[src/rtl/uart_cmd_pkg.sv]
`default_nettype none
// +----------------------------------------------------------------------+
// | Package : uart_cmd_pkg                                               |
// | Shared ASCII constants, parser state encoding and small helpers for  |
// | the UART command parser.                                             |
// | Revision: 1.0  initial release                                       |
// +----------------------------------------------------------------------+
package uart_cmd_pkg;

  localparam logic [7:0] CH_W    = 8'h57;  // 'W'
  localparam logic [7:0] CH_W_LC = 8'h77;  // 'w'
  localparam logic [7:0] CH_R    = 8'h52;  // 'R'
  localparam logic [7:0] CH_R_LC = 8'h72;  // 'r'
  localparam logic [7:0] CH_CR   = 8'h0D;
  localparam logic [7:0] CH_LF   = 8'h0A;
  localparam logic [7:0] CH_OK   = 8'h4B;  // 'K'
  localparam logic [7:0] CH_ERR  = 8'h45;  // 'E'

  // Hex digits per field (address and length are both 32 bits)
  localparam int unsigned DIGITS = 8;

  localparam logic [2:0] ST_IDLE  = 3'd0;
  localparam logic [2:0] ST_ADDR  = 3'd1;
  localparam logic [2:0] ST_LEN   = 3'd2;
  localparam logic [2:0] ST_TERM  = 3'd3;
  localparam logic [2:0] ST_ISSUE = 3'd4;
  localparam logic [2:0] ST_REPLY = 3'd5;
  localparam logic [2:0] ST_ECHO  = 3'd6;

  typedef enum logic [2:0] {
    S_IDLE  = ST_IDLE,
    S_ADDR  = ST_ADDR,
    S_LEN   = ST_LEN,
    S_TERM  = ST_TERM,
    S_ISSUE = ST_ISSUE,
    S_REPLY = ST_REPLY,
    S_ECHO  = ST_ECHO
  } state_t;

  function automatic logic is_eol(input logic [7:0] b);
    return (b == CH_CR) || (b == CH_LF);
  endfunction

  function automatic logic is_write_op(input logic [7:0] b);
    return (b == CH_W) || (b == CH_W_LC);
  endfunction

  function automatic logic is_op(input logic [7:0] b);
    return is_write_op(b) || (b == CH_R) || (b == CH_R_LC);
  endfunction

endpackage
`default_nettype wire

[src/rtl/hex_nibble_decode.sv]
`default_nettype none
// +----------------------------------------------------------------------+
// | Module  : hex_nibble_decode                                          |
// | Combinational ASCII hex digit (0-9, a-f, A-F) to 4-bit nibble with a |
// | valid flag; non-hex input gives nibble 0 and valid 0.                |
// | Revision: 1.0  initial release                                       |
// +----------------------------------------------------------------------+
module hex_nibble_decode (
  input  logic [7:0] ascii,
  output logic [3:0] nibble,
  output logic       valid
);

  // Digits carry their value in the low nibble; letters need +9 on top of it
  always_comb begin
    nibble = 4'h0;
    valid  = 1'b0;
    if ((ascii >= 8'h30) && (ascii <= 8'h39)) begin
      nibble = ascii[3:0];
      valid  = 1'b1;
    end else if (((ascii >= 8'h41) && (ascii <= 8'h46)) ||
                 ((ascii >= 8'h61) && (ascii <= 8'h66))) begin
      nibble = ascii[3:0] + 4'd9;
      valid  = 1'b1;
    end
  end

endmodule
`default_nettype wire

[src/rtl/uart_cmd_parser.sv]
`default_nettype none
// +----------------------------------------------------------------------+
// | Module  : uart_cmd_parser                                            |
// | ASCII "W/R + 8 hex addr + 8 hex len + CR/LF" command front-end.      |
// | Issues one write or read request held until ACK, then replies 'K'   |
// | or 'E' on the TX byte path. Partial commands time out silently.      |
// | Option  : UART_CMD_ECHO_EN echoes every parsed byte before parsing.  |
// | Revision: 1.0  initial release                                       |
// +----------------------------------------------------------------------+
module uart_cmd_parser
  import uart_cmd_pkg::*;
#(
  parameter logic [31:0] MAX_LEN     = 32'd65536,
  parameter int unsigned TIMEOUT_CYC = 50_000_000
) (
  input  logic        CLK,
  input  logic        nRESET,
  input  logic        RX_STB,
  input  logic [7:0]  RX_DAT,
  output logic        RX_ACK,
  output logic        WR_STB,
  output logic [31:0] WR_ADDR,
  output logic [31:0] WR_LENGTH,
  input  logic        WR_ACK,
  output logic        RD_STB,
  output logic [31:0] RD_ADDR,
  output logic [31:0] RD_LENGTH,
  input  logic        RD_ACK,
  output logic        TX_STB,
  output logic [7:0]  TX_DAT,
  input  logic        TX_ACK
);

  localparam logic [31:0] TMO_LAST   = 32'(TIMEOUT_CYC - 1);
  localparam logic [2:0]  DIGIT_LAST = 3'(DIGITS - 1);
`ifdef UART_CMD_ECHO_EN
  // After an echo the TX strobe has just dropped; REPLY raises it again
  localparam logic REPLY_STB_NOW = 1'b0;
`else
  localparam logic REPLY_STB_NOW = 1'b1;
`endif

  state_t      state, state_d;
  logic        op_wr, op_wr_d;
  logic [31:0] addr_sh, addr_sh_d;
  logic [31:0] len_sh, len_sh_d;
  logic [2:0]  digit, digit_d;
  logic [31:0] tmo, tmo_d;
  logic        wr_stb_d, rd_stb_d, tx_stb_d;
  logic [31:0] wr_addr_d, wr_len_d, rd_addr_d, rd_len_d;
  logic [7:0]  tx_dat_d;
  logic        err;

  // Parse event: the byte being interpreted and the state it is interpreted in
  logic        ev_valid;
  logic [7:0]  ev_byte;
  state_t      ev_state;
  logic        in_parse, in_wait;
  logic [3:0]  nib;
  logic        nib_ok;

  assign RX_ACK   = RX_STB;
  assign in_wait  = (state == S_ADDR) || (state == S_LEN) || (state == S_TERM);
  assign in_parse = (state == S_IDLE) || in_wait;

`ifdef UART_CMD_ECHO_EN
  logic [7:0] echo_byte, echo_byte_d;
  state_t     ret_state, ret_state_d;

  assign ev_valid = (state == S_ECHO) && TX_STB && TX_ACK;
  assign ev_byte  = echo_byte;
  assign ev_state = ret_state;
`else
  assign ev_valid = RX_STB && in_parse;
  assign ev_byte  = RX_DAT;
  assign ev_state = state;
`endif

  hex_nibble_decode u_hex (
    .ascii  (ev_byte),
    .nibble (nib),
    .valid  (nib_ok)
  );

  // Next-state logic: timeout, handshakes, then byte parsing (parsing has last word)
  always_comb begin
    state_d   = state;
    op_wr_d   = op_wr;
    addr_sh_d = addr_sh;
    len_sh_d  = len_sh;
    digit_d   = digit;
    tmo_d     = 32'd0;
    wr_stb_d  = WR_STB;
    wr_addr_d = WR_ADDR;
    wr_len_d  = WR_LENGTH;
    rd_stb_d  = RD_STB;
    rd_addr_d = RD_ADDR;
    rd_len_d  = RD_LENGTH;
    tx_stb_d  = TX_STB;
    tx_dat_d  = TX_DAT;
    err       = 1'b0;
`ifdef UART_CMD_ECHO_EN
    echo_byte_d = echo_byte;
    ret_state_d = ret_state;
`endif

    // Inter-byte timeout only runs while a command is partially collected
    if (in_wait) begin
      if (RX_STB) begin
        tmo_d = 32'd0;
      end else if (tmo == TMO_LAST) begin
        state_d = S_IDLE;
      end else begin
        tmo_d = tmo + 32'd1;
      end
    end

    case (state)
      S_ISSUE: begin
        if ((op_wr && WR_ACK) || (!op_wr && RD_ACK)) begin
          wr_stb_d = 1'b0;
          rd_stb_d = 1'b0;
          tx_stb_d = 1'b1;
          tx_dat_d = CH_OK;
          state_d  = S_REPLY;
        end
      end
      S_REPLY: begin
        if (TX_STB) begin
          if (TX_ACK) begin
            tx_stb_d = 1'b0;
            state_d  = S_IDLE;
          end
        end else begin
          tx_stb_d = 1'b1;
        end
      end
`ifdef UART_CMD_ECHO_EN
      S_ECHO: begin
        if (TX_ACK) begin
          tx_stb_d = 1'b0;
          state_d  = ret_state;
        end
      end
      default: begin
        if (RX_STB && in_parse) begin
          echo_byte_d = RX_DAT;
          ret_state_d = state;
          tx_stb_d    = 1'b1;
          tx_dat_d    = RX_DAT;
          state_d     = S_ECHO;
        end
      end
`else
      default: ;
`endif
    endcase

    if (ev_valid) begin
      case (ev_state)
        S_IDLE: begin
          if (is_op(ev_byte)) begin
            op_wr_d   = is_write_op(ev_byte);
            addr_sh_d = 32'd0;
            len_sh_d  = 32'd0;
            digit_d   = 3'd0;
            state_d   = S_ADDR;
          end else if (is_eol(ev_byte)) begin
            state_d = S_IDLE;
          end else begin
            err = 1'b1;
          end
        end
        S_ADDR: begin
          if (nib_ok) begin
            addr_sh_d = {addr_sh[27:0], nib};
            digit_d   = digit + 3'd1;
            state_d   = (digit == DIGIT_LAST) ? S_LEN : S_ADDR;
          end else begin
            err = 1'b1;
          end
        end
        S_LEN: begin
          if (nib_ok) begin
            len_sh_d = {len_sh[27:0], nib};
            digit_d  = digit + 3'd1;
            state_d  = (digit == DIGIT_LAST) ? S_TERM : S_LEN;
          end else begin
            err = 1'b1;
          end
        end
        S_TERM: begin
          if (!is_eol(ev_byte) || (len_sh == 32'd0) || (len_sh > MAX_LEN)) begin
            err = 1'b1;
          end else begin
            state_d = S_ISSUE;
            if (op_wr) begin
              wr_stb_d  = 1'b1;
              wr_addr_d = addr_sh;
              wr_len_d  = len_sh;
            end else begin
              rd_stb_d  = 1'b1;
              rd_addr_d = addr_sh;
              rd_len_d  = len_sh;
            end
          end
        end
        default: ;
      endcase
    end

    // A rejected byte discards the command and queues an 'E' reply
    if (err) begin
      state_d  = S_REPLY;
      tx_dat_d = CH_ERR;
      tx_stb_d = REPLY_STB_NOW;
    end
  end

  // All parser registers, counters and outputs; reset drops strobes immediately
  always_ff @(posedge CLK or negedge nRESET) begin
    if (!nRESET) begin
      state     <= S_IDLE;
      op_wr     <= 1'b0;
      addr_sh   <= 32'd0;
      len_sh    <= 32'd0;
      digit     <= 3'd0;
      tmo       <= 32'd0;
      WR_STB    <= 1'b0;
      WR_ADDR   <= 32'd0;
      WR_LENGTH <= 32'd0;
      RD_STB    <= 1'b0;
      RD_ADDR   <= 32'd0;
      RD_LENGTH <= 32'd0;
      TX_STB    <= 1'b0;
      TX_DAT    <= 8'd0;
`ifdef UART_CMD_ECHO_EN
      echo_byte <= 8'd0;
      ret_state <= S_IDLE;
`endif
    end else begin
      state     <= state_d;
      op_wr     <= op_wr_d;
      addr_sh   <= addr_sh_d;
      len_sh    <= len_sh_d;
      digit     <= digit_d;
      tmo       <= tmo_d;
      WR_STB    <= wr_stb_d;
      WR_ADDR   <= wr_addr_d;
      WR_LENGTH <= wr_len_d;
      RD_STB    <= rd_stb_d;
      RD_ADDR   <= rd_addr_d;
      RD_LENGTH <= rd_len_d;
      TX_STB    <= tx_stb_d;
      TX_DAT    <= tx_dat_d;
`ifdef UART_CMD_ECHO_EN
      echo_byte <= echo_byte_d;
      ret_state <= ret_state_d;
`endif
    end
  end

endmodule
`default_nettype wire

[config.mk]
export PLATFORM = sky130hd
export DESIGN_NAME = uart_cmd_parser
export DESIGN_NICKNAME = d
export VERILOG_FILES = /design/src/rtl/uart_cmd_pkg.sv /design/src/rtl/hex_nibble_decode.sv /design/src/rtl/uart_cmd_parser.sv
export SDC_FILE = /design/constraint.sdc
export NUM_CORES = 1
export LEC_CHECK = 0
export CORE_ASPECT_RATIO = 0.75
export CORE_UTILIZATION = 29
export CTS_CLUSTER_DIAMETER = 40
export DETAILED_ROUTE_END_ITERATION = 8
export DONT_BUFFER_PORTS = 1
export GPL_TIMING_DRIVEN = 0
export PLACE_DENSITY = 0.4
export SYNTH_ARGS = -nofsm -noshare
export SYNTH_HDL_FRONTEND = slang
export SYNTH_SLANG_ARGS = --single-unit
[constraint.sdc]
create_clock -name CLK -period 3.55 [get_ports CLK]
set_clock_uncertainty 0.1 [all_clocks]
set_input_delay 0.71 -clock CLK [delete_from_list [all_inputs] [get_ports CLK]]
set_output_delay 0.71 -clock CLK [all_outputs]
set_load 0.005 [all_outputs]
==> results by group <==
Drt
  – Via/cell ratio: 4.71
  – Detailed Route WL: 24,100 um
  – Routed length per instance: 18.4 um
  – Detailed-route DRC error count: 0
  – Final ANT Viol Nets: 0
  – DR vias: 6,158
  – DR pass1 iterations: 4
  – DR iter-0 viols: 331

Pwr
  – Clk pwr share: 0.495
  – Sequential share of power: 0.402
  – Internal power: 5.59 mW
  – Comb power frac: 0.103
  – Sw Pwr: 2.06 mW
  – Pwr dens: 652 nW/um^2
  – Peak supply drop: 268 uV
  – Sw frac: 0.269
  – Total power: 7.65 mW
  – P_leak: 5.62 nW

Die
  – Die W: 215 um
  – Site Rows: a little under 60
  – Die ar.: 34,700 um^2
  – CORE AREA: 33,500 um^2
  – Die span in y: 162 um
  – Initial Utilization: 0.294
  – # IOs: approximately 150

Timing
  – Worst Tran Pin Value: 0.937 ns
  – Hold slack: -0.215 ns
  – Final slew viol count: 0
  – RSZ-0062 raised after global routing: false
  – Max frequency: 306 MHz
  – Slew margin rel.: 0.376
  – Final critical path time including I/O delays and setup: 3.27 ns
  – Setup Viol. Count Final: 0
  – Post-route setup TNS: 0 ns
  – Final hold vios: between 200 and 250
  – Final period util: 0.922

Setup path
  – Worst r2r src: len_sh[4]$_DFFE_PN0P_
  – Reg2reg end: RD_ADDR[29]$_DFFE_PN0P_
  – CP max FO: 10
  – Flop-to-flop setup slack: 0.28 ns
  – Worst-path cell with the longest stage delay: clkbuf_1
  – Required time worst endpoint: 3.86 ns
  – Worst R2R Path Depth: 7
  – CP Capture Type: flip-flop
  – CP most frequent cell: clkbuf_1
  – Cells along the critical path: nor4_1 -> nand4_1 -> xnor2_1 -> nand4b_1 -> clkbuf_1 -> clkbuf_1 -> mux2_2
  – Critical path class: flip-flop to flip-flop
  – Arrival time worst endpoint: between 3 and 4 ns
  – CP max stage delay: about 0.72 ns
  – CP Launch Type: flip-flop

CTS
  – CTS max path bufs: 3
  – Clk_lat worst skew: 0.52 ns
  – H-tree depth: 2
  – Clock buffer count from CTS: 38
  – Total clock sinks: 237
  – Worst-path clk slew: 0.05 ns
  – Clk root buf: clkbuf_16
  – CTS tree: built

Yosys
  – Synth Area in XOR/XNOR: 0.0302
  – Post-synthesis simple-gate area fraction: 0.117
  – Largest family of logic cells by synthesized area: multiplexers
  – Multiplexer share of the synthesized area: 0.148
  – Yosys reg bits: ~240
  – Mapped Cells: between 700 and 800
  – EDFF count, synth: 0
  – Yosys top cell by area: dfrtp_1
  – Mapped cell area: 9850 um^2
  – Top cells by area, synth: dfrtp_1 60%, mux2_2 12%, mux2i_1 3.0%, a22o_1 3.0%, xnor2_1 2.6%
  – Library cells used by synthesis: 50
  – Ys async rst share: 1.00
  – Adder-Cell Fraction of Synth Area: 0.00889
  – Most used DFF post-synth: dfrtp_1
  – Total of warnings raised by yosys: 0
  – Syn_area_per_cell: 12.5 um^2
  – Post-synthesis sequential area ratio: 0.602
  – Post-synthesis compound-gate area fraction: 0.0555
  – Area share of the largest cell type after synthesis: 0.602

Layout
  – Final Cell Area: 11,700 um^2
  – Multi-input gate area: roughly 3600 um^2
  – P&R area growth vs syn: 19.3%
  – Ratio of cells with drive above 1 in the final layout: 0.223
  – Seq. cell area: 5930 um^2
  – Most frequent cells in the layout: 237 x dfrtp_1, 102 x mux2_2, 57 x nand2_1
  – Final net count: 850
  – Final cell count without fillers: 1,308
  – Most common cell after layout, fill and taps aside: dfrtp_1
  – Antenna diode count: 0
  – Fill cells: 3,243

Placement
  – Detailed placer's ending HPWL: 16,300 um
  – DP Cell Count: 1,239
  – Placed cell area: 10,400 um^2
  – I/O Buffers: 0
  – GP Congestion: ~0.76

Run status
  – Failing checks: hold timing
  – Outcome: complete, but fails checks

Global route
  – Largest net degree at the start of global routing: around 240
  – Tot GR Track Use: 0.141
  – Initial antenna violation count: 0
  – First-pass GRT wire length: 38,100 um
  – Vias in the first global route: 6,398
  – Total global routing overflow: 0

Hold path
  – Min-Delay Path Class: input pin to async pin

Flow run
  – Max Cap Viol: 0
## metal layers
layer | vias up | share of wire | track usage
met4 | 0 | 0.022 | 0.0477
met3 | 42 | 0.075 | 0.0460
met1 | 3125 | 0.46 | 0.191
met2 | 164 | 0.44 | 0.211
li1 | 2827 | - | -
met5 | - | 0 | 0
## final cells by class
cell class              count  area share
flip-flops and latches    237       0.505
multi-input cells         467       0.303
clock buffers              46      0.0879
well taps                 450      0.0479
clock inverters            23      0.0250
plain buffers              45      0.0189
inverters                  40      0.0128
## metrics by stage
step	utilization	setup WS [ns]
after floorplan	-	0.788
after global placement	0.311	-0.219
after detailed placement	0.311	-0.323
after CTS	0.351	0.171
after global routing	0.351	0.0237
final	0.351	0.279
## worst max-delay path, delay by kind of cell (launching register included)
kind                      cells  cell delay (ns)
muxes                         1             0.40
and+or+nand+nor               3             0.76
DFF                           1             0.46
buffers and inverters         2             1.20
xor gates and xnor gates      1             0.24
## sequential cells by signal, summed over array words and instances (netlist names)
name,cells
addr_sh,32
TX_STB,1
WR_LENGTH,32
tmo,32
op_wr,1
WR_STB,1
TX_DAT,3
RD_ADDR,32
WR_ADDR,32
RD_STB,1
RD_LENGTH,32
ev_state,3
digit,3
len_sh,32
## power by group through the flow
| stage | combinational (mW) | sequential, mW | clock, mW |
|---|---|---|---|
| 3_5_place_dp | 0.787 | 3.13 | 0 |
| 4_1_cts | 0.793 | 3.09 | 3.91 |
| 3_3_place_gp | 0.767 | 3.12 | 0 |
| 2_1_floorplan | 0.606 | 3.04 | 0 |
| 6_report | 0.789 | 3.07 | 3.79 |
| 5_1_grt | 0.881 | 3.11 | 4.01 |
## worst max-delay path by stage
stage,end,from,slack (ns),depth (start not counted)
2_1_floorplan,len_sh[1]$_DFFE_PN0P_,RX_DAT[3],0.79,6
3_3_place_gp,WR_ADDR[31]$_DFFE_PN0P_,RX_DAT[2],-0.22,8
3_5_place_dp,WR_ADDR[31]$_DFFE_PN0P_,RX_DAT[2],-0.32,8
4_1_cts,RD_ADDR[29]$_DFFE_PN0P_,len_sh[15]$_DFFE_PN0P_,0.17,7
5_1_grt,RD_ADDR[29]$_DFFE_PN0P_,len_sh[15]$_DFFE_PN0P_,0.02,7
6_report,RD_ADDR[29]$_DFFE_PN0P_,len_sh[4]$_DFFE_PN0P_,0.28,7
## what timing repair did
item / 4_1_cts / 5_1_grt
hold endpoints to repair: 237 / 237
setup endpoints to repair: 4 / 0
buffers inserted: 0 / 0
gates resized for setup: 1 / 0
## synthesized netlist by cell type, drive strengths merged, types with 9 or more instances
master	instances
and2	33
nand4	9
mux2i	30
inv	40
nand2	57
nor3	11
a22o	34
mux2	103
buf	19
nor4	17
xnor2	29
dfrtp	237
clkbuf	26
and3	11
nor2	49
nand3	17
## cells by family after synthesis
group	Yosys count
other cells	1
xor+xnor	34
simple gates	226
compound gates	64
mux	133
flops	237
buf+inv	85
fa+ha+maj	7
Power figures use the tool's default switching activity.
